[config.mk]
export PLATFORM = sky130hd
export DESIGN_NAME = jtag_com
export DESIGN_NICKNAME = d
export VERILOG_FILES = /design/src/rtl/jtag_com_pkg.sv /design/src/rtl/jtag_com_calseq.sv /design/src/rtl/jtag_com.sv
export SDC_FILE = /design/constraint.sdc
export NUM_CORES = 1
export LEC_CHECK = 0
export CAP_MARGIN = 20
export CORE_UTILIZATION = 45
export DETAILED_ROUTE_END_ITERATION = 16
export PLACE_DENSITY_LB_ADDON = 0.2
export SYNTH_ARGS = -nofsm -noshare
export SYNTH_HDL_FRONTEND = slang
export SYNTH_HIERARCHICAL = 1
export SYNTH_SLANG_ARGS = --single-unit
[constraint.sdc]
create_clock -name CLKCMS -period 6.4 [get_ports CLKCMS]
set_input_delay 1.28 -clock CLKCMS [delete_from_list [all_inputs] [get_ports CLKCMS]]
set_output_delay 1.28 -clock CLKCMS [all_outputs]
set_load 0.01 [all_outputs]
[src/rtl/jtag_com_pkg.sv]
// rtl/jtag_com_pkg.sv - shared constants and types for the JTAG command block
// Purpose: function codes, register widths, reset defaults, LFSR seed and
//          the CAL_DLY field layout used by jtag_com and jtag_com_calseq.
package jtag_com_pkg;

   localparam int FUNC_W = 8;
   localparam int CAL_W  = 19;
   localparam int TRG_W  = 18;

   localparam logic [FUNC_W-1:0] FC_DEFAULTS = 8'h02;
   localparam logic [FUNC_W-1:0] FC_CAL_DLY  = 8'h11;
   localparam logic [FUNC_W-1:0] FC_TRG_RATE = 8'h13;
   localparam logic [FUNC_W-1:0] FC_RTRG_TOG = 8'h14;
   localparam logic [FUNC_W-1:0] FC_BURST    = 8'h20;

   localparam logic [CAL_W-1:0] CAL_DLY_DEF  = '0;
   localparam logic [TRG_W-1:0] TRG_RATE_DEF = '0;
   localparam logic [15:0]      LFSR_SEED    = 16'hACE1;

   localparam int BURST_LEN     = 16;
   localparam int BURST_GAP     = 8;
   localparam int BURST_GAP_SIM = 2;
   localparam int RTRG_DEAD     = 4;

   typedef struct packed {
      logic [4:0] inject_dly;
      logic [4:0] extpls_dly;
      logic [4:0] cal_l1a_dly;
      logic [3:0] cal_lct_dly;
   } cal_dly_t;

   typedef enum logic {
      SEQ_IDLE = 1'b0,
      SEQ_BUSY = 1'b1
   } seq_state_t;

   // Fibonacci form of x^16+x^14+x^13+x^11+1, shifting toward the LSB.
   function automatic logic [15:0] lfsr_next(input logic [15:0] s);
      return {s[0] ^ s[2] ^ s[3] ^ s[5], s[15:1]};
   endfunction

endpackage

[src/rtl/jtag_com_calseq.sv]
// rtl/jtag_com_calseq.sv - calibration pulse/inject sequencer
// Purpose: on a CCB pulse or inject request (gated by plsinjen_i) run a
//          7-bit count from the launch cycle and fire PULSE/INJECT, LCT_RQST
//          and CAL_GTRG at their programmed counts, then return to idle.
// Ports:   CLKCMS, rst_plsinj      clock, async active-high reset
//          ccbpls_i, ccbinj_i      requests (pulse has priority)
//          plsinjen_i              launch enable
//          cal_dly_i               delay fields
//          pulse_o, inject_o, lct_rqst_o, cal_gtrg_o   one-cycle pulses
module jtag_com_calseq
   import jtag_com_pkg::*;
(
   input  logic     CLKCMS,
   input  logic     rst_plsinj,
   input  logic     ccbpls_i,
   input  logic     ccbinj_i,
   input  logic     plsinjen_i,
   input  cal_dly_t cal_dly_i,
   output logic     pulse_o,
   output logic     inject_o,
   output logic     lct_rqst_o,
   output logic     cal_gtrg_o
);

   seq_state_t state_q, state_d;
   logic [6:0] cnt_q, cnt_d;
   logic       sel_pls_q, sel_pls_d;
   logic       pulse_q, pulse_d;
   logic       inject_q, inject_d;
   logic       lct_q, lct_d;
   logic       gtrg_q, gtrg_d;

   logic       active;
   logic       cur_pls;
   logic [6:0] cur;
   logic [6:0] t_fire, t_lct, t_gtrg;

   // The launch cycle is evaluated as count 0, so a zero delay fires on the
   // same edge that accepts the request.
   always_comb begin
      state_d   = state_q;
      cnt_d     = cnt_q;
      sel_pls_d = sel_pls_q;
      pulse_d   = 1'b0;
      inject_d  = 1'b0;
      lct_d     = 1'b0;
      gtrg_d    = 1'b0;
      active    = 1'b0;
      cur       = cnt_q;
      cur_pls   = sel_pls_q;

      case (state_q)
         SEQ_IDLE: begin
            cur     = '0;
            cur_pls = ccbpls_i;
            active  = (ccbpls_i | ccbinj_i) & plsinjen_i;
         end
         SEQ_BUSY: active = 1'b1;
         default:  state_d = SEQ_IDLE;
      endcase

      t_fire = {2'b00, cur_pls ? cal_dly_i.extpls_dly : cal_dly_i.inject_dly};
      t_lct  = t_fire + {3'b000, cal_dly_i.cal_lct_dly};
      t_gtrg = t_lct + {2'b00, cal_dly_i.cal_l1a_dly};

      if (active) begin
         pulse_d   = cur_pls & (cur == t_fire);
         inject_d  = ~cur_pls & (cur == t_fire);
         lct_d     = (cur == t_lct);
         gtrg_d    = (cur == t_gtrg);
         sel_pls_d = cur_pls;
         cnt_d     = cur + 7'd1;
         state_d   = (cur == t_gtrg) ? SEQ_IDLE : SEQ_BUSY;
      end
   end

   always_ff @(posedge CLKCMS or posedge rst_plsinj) begin
      if (rst_plsinj) begin
         state_q   <= SEQ_IDLE;
         cnt_q     <= '0;
         sel_pls_q <= 1'b0;
         pulse_q   <= 1'b0;
         inject_q  <= 1'b0;
         lct_q     <= 1'b0;
         gtrg_q    <= 1'b0;
      end else begin
         state_q   <= state_d;
         cnt_q     <= cnt_d;
         sel_pls_q <= sel_pls_d;
         pulse_q   <= pulse_d;
         inject_q  <= inject_d;
         lct_q     <= lct_d;
         gtrg_q    <= gtrg_d;
      end
   end

   assign pulse_o    = pulse_q;
   assign inject_o   = inject_q;
   assign lct_rqst_o = lct_q;
   assign cal_gtrg_o = gtrg_q;

endmodule

[src/rtl/jtag_com.sv]
// rtl/jtag_com.sv - JTAG user-register command and calibration trigger block
// Purpose: BSCAN USER1 shifts an 8-bit function code into FUNC, USER2 loads
//          CAL_DLY (0x11) or TRG_RATE (0x13); commands 0x02/0x14/0x20 run
//          once after FUNC updates. Drives the calibration sequencer, the
//          16-pulse CAL_GTRG burst, PEDESTAL toggle and the random trigger.
// Ports:   CLKCMS, rst_plsinj                   clock, async active-high reset
//          JDRCK JSEL1 JSEL2 JSHIFT JUPDATE JTDI BSCAN inputs (synchronized)
//          JTDO                                 LSB of active shift register
//          CCBPLS CCBINJ CCBPED PLSINJEN        calibration requests
//          PULSE INJECT LCT_RQST CAL_GTRG RNDTRG one-cycle pulses
//          PEDESTAL                             level
//          FUNC[7:0], CAL_DLY[18:0]             register read-back
// Config:  JTAG_COM_RTRG_EN compiles in the random trigger generator.
module jtag_com
   import jtag_com_pkg::*;
#(
   parameter int SIM = 0
) (
   input  logic                CLKCMS,
   input  logic                rst_plsinj,
   input  logic                JDRCK,
   input  logic                JSEL1,
   input  logic                JSEL2,
   input  logic                JSHIFT,
   input  logic                JUPDATE,
   input  logic                JTDI,
   output logic                JTDO,
   input  logic                CCBPLS,
   input  logic                CCBINJ,
   input  logic                CCBPED,
   input  logic                PLSINJEN,
   output logic                PULSE,
   output logic                INJECT,
   output logic                LCT_RQST,
   output logic                CAL_GTRG,
   output logic                RNDTRG,
   output logic                PEDESTAL,
   output logic [FUNC_W-1:0]   FUNC,
   output logic [CAL_W-1:0]    CAL_DLY
);

   localparam int         GAP        = (SIM != 0) ? BURST_GAP_SIM : BURST_GAP;
   localparam logic [2:0] GAP_RELOAD = 3'(GAP - 1);

   logic [5:0] js1_q, js2_q;
   logic       drck_prev_q, upd_prev_q;
   logic       drck_s, sel1_s, sel2_s, shift_s, upd_s, tdi_s;
   logic       shift_en, upd_rise;

   logic [FUNC_W-1:0] sr_func_q, sr_func_d;
   logic [CAL_W-1:0]  sr_cal_q, sr_cal_d;
   logic [FUNC_W-1:0] func_q, func_d;
   cal_dly_t          cal_dly_q, cal_dly_d;
   logic              cmd_q;
   logic              jtdo_q, jtdo_d;
   logic              restore, burst_start;
   logic              trg_lsb;

   logic [4:0] burst_rem_q, burst_rem_d;
   logic [2:0] burst_gap_q, burst_gap_d;
   logic       burst_gtrg_q, burst_gtrg_d;
   logic       ped_prev_q, pedestal_q;
   logic       seq_gtrg;

   assign {drck_s, sel1_s, sel2_s, shift_s, upd_s, tdi_s} = js2_q;
   assign shift_en = drck_s & ~drck_prev_q & shift_s;
   assign upd_rise = upd_s & ~upd_prev_q;

   always_comb begin
      sr_func_d   = sr_func_q;
      sr_cal_d    = sr_cal_q;
      func_d      = func_q;
      cal_dly_d   = cal_dly_q;
      jtdo_d      = 1'b0;
      burst_rem_d = burst_rem_q;
      burst_gap_d = burst_gap_q;
      burst_gtrg_d = 1'b0;

      // cmd_q is high for the single cycle after a USER1 update.
      restore     = cmd_q & (func_q == FC_DEFAULTS);
      burst_start = cmd_q & (func_q == FC_BURST);

      if (shift_en && sel1_s)
         sr_func_d = {tdi_s, sr_func_q[FUNC_W-1:1]};
      if (shift_en && sel2_s && func_q == FC_CAL_DLY)
         sr_cal_d = {tdi_s, sr_cal_q[CAL_W-1:1]};
      if (upd_rise && sel1_s)
         func_d = sr_func_q;
      if (upd_rise && sel2_s && func_q == FC_CAL_DLY)
         cal_dly_d = cal_dly_t'(sr_cal_q);
      if (restore)
         cal_dly_d = cal_dly_t'(CAL_DLY_DEF);

      if (sel1_s)
         jtdo_d = sr_func_q[0];
      else if (sel2_s && func_q == FC_CAL_DLY)
         jtdo_d = sr_cal_q[0];
      else if (sel2_s && func_q == FC_TRG_RATE)
         jtdo_d = trg_lsb;

      // A new burst command reloads the counters, restarting any burst.
      if (burst_start) begin
         burst_rem_d = 5'(BURST_LEN);
         burst_gap_d = '0;
      end else if (burst_rem_q != '0) begin
         if (burst_gap_q == '0) begin
            burst_gtrg_d = 1'b1;
            burst_rem_d  = burst_rem_q - 5'd1;
            burst_gap_d  = GAP_RELOAD;
         end else begin
            burst_gap_d = burst_gap_q - 3'd1;
         end
      end
   end

   always_ff @(posedge CLKCMS or posedge rst_plsinj) begin
      if (rst_plsinj) begin
         js1_q        <= '0;
         js2_q        <= '0;
         drck_prev_q  <= 1'b0;
         upd_prev_q   <= 1'b0;
         sr_func_q    <= '0;
         sr_cal_q     <= '0;
         func_q       <= '0;
         cal_dly_q    <= cal_dly_t'(CAL_DLY_DEF);
         cmd_q        <= 1'b0;
         jtdo_q       <= 1'b0;
         burst_rem_q  <= '0;
         burst_gap_q  <= '0;
         burst_gtrg_q <= 1'b0;
         ped_prev_q   <= 1'b0;
         pedestal_q   <= 1'b0;
      end else begin
         js1_q        <= {JDRCK, JSEL1, JSEL2, JSHIFT, JUPDATE, JTDI};
         js2_q        <= js1_q;
         drck_prev_q  <= drck_s;
         upd_prev_q   <= upd_s;
         sr_func_q    <= sr_func_d;
         sr_cal_q     <= sr_cal_d;
         func_q       <= func_d;
         cal_dly_q    <= cal_dly_d;
         cmd_q        <= upd_rise & sel1_s;
         jtdo_q       <= jtdo_d;
         burst_rem_q  <= burst_rem_d;
         burst_gap_q  <= burst_gap_d;
         burst_gtrg_q <= burst_gtrg_d;
         ped_prev_q   <= CCBPED;
         if (CCBPED && !ped_prev_q)
            pedestal_q <= ~pedestal_q;
      end
   end

`ifdef JTAG_COM_RTRG_EN
   logic [TRG_W-1:0] sr_trg_q, trg_rate_q;
   logic             rtrg_en_q;
   logic [15:0]      lfsr_q;
   logic [2:0]       dead_q;
   logic             rnd_q;
   logic             rnd_fire;
   logic             rtrg_unused;

   // Low TRG_RATE bits are kept for read-back only.
   assign rtrg_unused = ^trg_rate_q[11:0];
   assign rnd_fire    = rtrg_en_q & (dead_q == '0) &
                        (lfsr_q[5:0] < trg_rate_q[TRG_W-1:12]);
   assign trg_lsb     = sr_trg_q[0];

   always_ff @(posedge CLKCMS or posedge rst_plsinj) begin
      if (rst_plsinj) begin
         sr_trg_q   <= '0;
         trg_rate_q <= TRG_RATE_DEF;
         rtrg_en_q  <= 1'b0;
         lfsr_q     <= LFSR_SEED;
         dead_q     <= '0;
         rnd_q      <= 1'b0;
      end else begin
         lfsr_q <= lfsr_next(lfsr_q);
         if (shift_en && sel2_s && func_q == FC_TRG_RATE)
            sr_trg_q <= {tdi_s, sr_trg_q[TRG_W-1:1]};
         if (restore)
            trg_rate_q <= TRG_RATE_DEF;
         else if (upd_rise && sel2_s && func_q == FC_TRG_RATE)
            trg_rate_q <= sr_trg_q;
         if (restore)
            rtrg_en_q <= 1'b0;
         else if (cmd_q && func_q == FC_RTRG_TOG)
            rtrg_en_q <= ~rtrg_en_q;
         rnd_q <= rnd_fire;
         if (rnd_fire)
            dead_q <= 3'(RTRG_DEAD);
         else if (dead_q != '0)
            dead_q <= dead_q - 3'd1;
      end
   end

   assign RNDTRG = rnd_q;
`else
   assign trg_lsb = 1'b0;
   assign RNDTRG  = 1'b0;
`endif

   jtag_com_calseq u_calseq (
      .CLKCMS     (CLKCMS),
      .rst_plsinj (rst_plsinj),
      .ccbpls_i   (CCBPLS),
      .ccbinj_i   (CCBINJ),
      .plsinjen_i (PLSINJEN),
      .cal_dly_i  (cal_dly_q),
      .pulse_o    (PULSE),
      .inject_o   (INJECT),
      .lct_rqst_o (LCT_RQST),
      .cal_gtrg_o (seq_gtrg)
   );

   assign CAL_GTRG = seq_gtrg | burst_gtrg_q;
   assign PEDESTAL = pedestal_q;
   assign FUNC     = func_q;
   assign CAL_DLY  = cal_dly_q;
   assign JTDO     = jtdo_q;

endmodule

### Yosys cells after proc, flatten, opt, wreduce, memory -nomap -nowiden

Index checks and enable logic that the tools add are counted.
W data, S select, Z words.

* bits of input ports: 12
* output and inout port bits: 34
* register bits: 94
* latch bits: 0
* memory bits (writable): 0
* ROM bits: 0
* memories kept: 0

* mux-type cells: 22
* divide/modulo/power cells: 0
* $add $sub $neg: 5
* bitwise logic cells: 16
* $lt $le $gt $ge: 0
* multiply operators: 0
* reductions and logical operators: 15
* shift-type cells: 0
* equality and inequality tests: 6

Operators by type and width (count)
* $mux W19: 2
* $mux W5: 4
* $eq A7 B7 Y1: 2
* $mux W1: 11
* $and A1 B1 Y1: 9
* $mux W3: 3
* $eq A8 B2 Y1 const B: 1
* $eq A8 B5 Y1 const B: 1
* $eq A8 B6 Y1 const B: 1
* $logic_and A1 B1 Y1: 8
* $add A7 B1 Y7 const B: 1
* $add A7 B5 Y7: 1
* $eq A7 B5 Y1: 1
* $mux W7: 1
* $add A5 B4 Y6: 1
* $reduce_bool A2 Y1: 3
* $not A1 Y1: 5
* $reduce_bool A5 Y1: 1
* $sub A5 B1 Y5 const B: 1
* $logic_not A3 Y1: 1
* $sub A3 B1 Y3 const B: 1
* $or A1 B1 Y1: 2
* $pmux W1 S2: 1
* $reduce_and A2 Y1: 1
* $logic_not A1 Y1: 1

### Depth between registers and ports, before layout

* word-level depth: 6
* gate-level depth with buffers: 17
* depth with buffers taken out: 16

### Hierarchy

The synthesis kept the hierarchy.

Modules (own cells, without submodules)
* jtag_com: area an instance 3080.5 um^2, cells each 200, times used 1
* jtag_com_calseq: area an instance 1430.1 um^2, cells each 177, times used 1

### Worst setup path before layout

No wires, ideal clock.

* kind: in2reg
* start: input CCBPLS
* end: register u_calseq.state_q
* arrival: 3.999 ns
* setup slack: 2.278 ns
* setup time: 0.124 ns
* cell stages on the path: 13
* path through: mux2i_4 -> inv_1 -> nand2_1 -> nand2_1 -> ha_1 -> and3_1 -> or3_1 -> and2_1 -> ha_1 -> nand2_1 -> o21ai_0 -> xor3_1 -> o31a_1

* cells in the longest elaborated chain, start to end: 6
* elaborated cells between the ends (all ways): 9
* those cells by class: 2 x add/sub; 1 x eq/ne; 4 x mux; 2 x bitwise

Ends and longest elaborated chain
* start: declaration: line jtag_com.sv:28 `input logic CCBPLS,`
* $mux W1: line jtag_com_calseq.sv:52 `case (state_q)`
* $mux W5: line jtag_com_calseq.sv:62 `t_fire = {2'b00, cur_pls ? cal_dly_i.extpls_dly : cal_dly_i.inject_dly};`
* $add A5 B4 Y6: line jtag_com_calseq.sv:63 `t_lct = t_fire + {3'b000, cal_dly_i.cal_lct_dly};`
* $add A7 B5 Y7: line jtag_com_calseq.sv:64 `t_gtrg = t_lct + {2'b00, cal_dly_i.cal_l1a_dly};`
* $eq A7 B7 Y1: line jtag_com_calseq.sv:73 `state_d = (cur == t_gtrg) ? SEQ_IDLE : SEQ_BUSY;`
* $mux W1: line jtag_com_calseq.sv:73
* end signal: assignment: line jtag_com_calseq.sv:87 `state_q <= state_d;`
* end: declaration: line jtag_com_calseq.sv:25 `seq_state_t state_q, state_d;`

Parallel ways exist; a longest one is shown, timed or not.
A chain may end at the register's enable or synchronous reset.

### Final worst setup path

Same ends and word-level chain as after synthesis.

==> metrics.md <==
| Metric | Value |
|---|---|
| Final WS setup | 1.73 ns |
| Number of gates resized after CTS | 0 |
| Synth unique cells | 59 |
| N_diodes | 0 |
| Worst Setup Start Kind | primary input |
| Mean area per synthesized cell | 12.0 µm² |
| Die area | 10400 µm² |
| Worst hold path class | reg2reg |
| Sum Neg Setup Slack | 0 ns |
| Seq/Total Area, Yosys | 0.521 |
| GRT Total Usage | 0.183 |
| Setup Fix Bufs, Post-CTS | 0 |
| Ys flop type | dfrtp_1 |
| Maximum root-to-sink buffer count | 2 |
| Failing checks | design-rule violations |
| Total Wirelength | 8780 µm |
| Max cap viols | 0 |
| Arr. time, crit path | 4.92 ns |
| First-pass GRT wire length | 14600 µm |
| Vias per cell | 5.37 |
| Worst path bufs/invs | 3 |
| Layout area overhead | 16.3% |
| Final setup violation count | 0 |
| P_leak | 2.46 nW |
| Horiz. Die Dim | 102 µm |
| FF+latch count, synth | 94 |
| Core Util, Final | 0.539 |
| Initial antenna violation count | 0 |
| Area post-placement | 5040 µm² |
| Fin cells | 558 |
| Maximum vdd drop | 136 µV |
| Core area | 9730 µm² |
| Gr ovfl total | 0 |
| FP Rows | 36 |
| Worst path cell trace | clkdlybuf4s50_1 -> mux2i_4 -> inv_1 -> nand2_1 -> nand2_1 -> ha_1 -> fa_1 -> nand3_1 -> nand2_1 -> xor2_1 -> inv_1 -> ha_1 -> a21o_1 -> a31oi_1 -> a2111oi_0 -> a311o_1 -> o31a_1 |
| Via count | 2996 |
| CTS root buffer | clkbuf_8 |
| Cts hold-fix bufs | 0 |
| Vias in the first global route | 2937 |
| DP Wirelength | 6180 µm |
| Starting DRT DRC Count | 143 |
| Final Hold Vio Count | 0 |
| Chip height | 102 µm |
| Avg WL per Cell | 15.7 µm |
| Slew HR | 0.317 |
| CP max stage cell | clkdlybuf4s50_1 |
| Max Slew Vio Count | 0 |
| Crit Path Class | in2reg |
| Most frequent cell after synthesis | dfrtp_1 |
| Area leader, netlist | dfrtp_1 |
| Top cells by area, synth | dfrtp_1 (52%), mux2_2 (6.5%), ha_1 (4.2%) |
| Inst Count DP | 541 |
| Port Buffers | 44 |
| Final min period | 4.67 ns |
| Clock sink count | 94 |
| H-tree lvl count | 3 |
| Share of layout cells above drive strength 1 | 0.155 |
| # IOs | 46 |
| Clk slew on worst S/H paths | 0.10 ns |
| Cells after Synth | 377 |
| CTS tree | built |
| Outcome | finished with violations |
| Layout fillers | 878 |
| Top-area cell type share of the netlist area | 0.521 |
| Fin Hold WS | 0.356 ns |
| Post-synth EDFFs | 0 |
| Critical path peak fanout | 7 |
| Slew @ Worst Pin | 1.02 ns |
| DRC | 1 |
| Clock skew | 0.00765 ns |
| Final period util | 0.729 |
| Synth cell count leaders | dfrtp_1 (94), nand2_1 (33), mux2_2 (26) |
| Most Frequent Cell on Critical Path | nand2_1 |
| Fin nets | 449 |
| Power Total | 1.29 mW |
| Num CTS Buffers | 9 |
| Syn Nets | 406 |
| Max stage delay on crit path | 0.54 ns |
| Ys async rst share | 1.00 |
| Worst slack, placed | 1.37 ns |
| Yosys warnings | 6 |
| Largest net degree at the start of global routing | 82 |
| WP data required | 6.66 ns |
| Design area | 5240 µm² |
| Max Fclk | 0.214 GHz |
| DRT Pass-1 Iters | 10 |
| CP Capture Type | register |
| GP Congestion | 0.798 |
| Worst path top cell family by delay | compound AO/OA/AOI/OAI gates |
| Power per cell area | 246 nW/µm² |
| Unrepaired setup endpoints after global routing | no |
| Mapped Area | 4510 µm² |
| Remaining antenna violation count after routing | 0 |
| Clk Latency, worst-skew pair | 0.36 ns |
| Initial Util | 0.464 |
[report_power, final]
part | total [mW] | switching, mW | internal (mW)
logic | 0.222 | 0.104 | 0.118
clock network | 0.370 | 0.222 | 0.148
registers | 0.697 | 0.0443 | 0.653
[metal layers]
layer / track usage / vias to the layer above / routed length, µm
met4: 0.0670 / 0 / 94
met2: 0.297 / 48 / 4350
met1: 0.245 / 1506 / 4060
li1: - / 1434 / -
met3: 0.0369 / 8 / 278
met5: 0 / - / 0
[cells by family after synthesis]
| family | Yosys count | synth area share |
|---|---|---|
| XOR/XNOR | 18 | 0.0383 |
| buffers and inverters | 27 | 0.0308 |
| adder cells (fa/ha/maj) | 17 | 0.0505 |
| flip-flops | 94 | 0.521 |
| multiplexers | 44 | 0.119 |
| AND/OR/NAND/NOR | 105 | 0.128 |
| AO/OA/AOI/OAI | 71 | 0.111 |
| other | 1 | 0.000831 |
[worst reg2reg max path, delay by kind of cell (launching register included)]
family	cells	cell delay [ns]
fa+ha+maj	3	0.95
flops	1	0.89
simple gates	4	0.31
xor+xnor	1	0.20
buf+inv	2	0.25
mux	1	0.44
compound gates	5	1.10
[layout make-up]
class,instances,area (µm²),share of cell area
sequential,94,2350,0.449
multi-input combinational,256,2020,0.385
timing repair buffer,46,475,0.0907
tap,133,166,0.0317
clock buffer,10,128,0.0243
clock inverter,6,52.6,0.0100
inverter,13,50.0,0.00954
[placed cells by master (no fill, tap or decap), types with 8 or more instances in the layout]
master | netlist | final
mux2_4 | 10 | 10
clkdlybuf4s50_1 | 0 | 44
xnor2_1 | 11 | 11
a21oi_1 | 20 | 20
ha_1 | 15 | 15
dfrtp_1 | 94 | 94
nor2_1 | 21 | 21
mux2_2 | 26 | 26
a22o_1 | 19 | 19
clkbuf_8 | 0 | 9
inv_1 | 13 | 12
nand3_1 | 8 | 8
nand2_1 | 33 | 33
[sequential cells by signal, summed over array words and instances (netlist names), 5 cells and up]
signal          flops
CAL_DLY            19
sr_cal_q           19
FUNC                8
sr_func_q           8
u_calseq/cnt_q      7
js1_q               6
js2_q               6
burst_rem_q         5
[worst paths after layout]
check / startpoint / endpoint / slack, ns / cells past startpoint
min reg2reg: js1_q[5] / js2_q[5] / 0.36 / 0
min in group asynchronous: rst_plsinj / CAL_DLY[12] / 1.25 / 3
max in group asynchronous: rst_plsinj / js2_q[4] / 4.58 / 4
min: js1_q[5] / js2_q[5] / 0.36 / 0
max: CCBPLS / u_calseq/state_q / 1.73 / 17
max reg2reg: u_calseq/state_q / u_calseq/state_q / 2.15 / 16
Power figures use the tool's default switching activity.
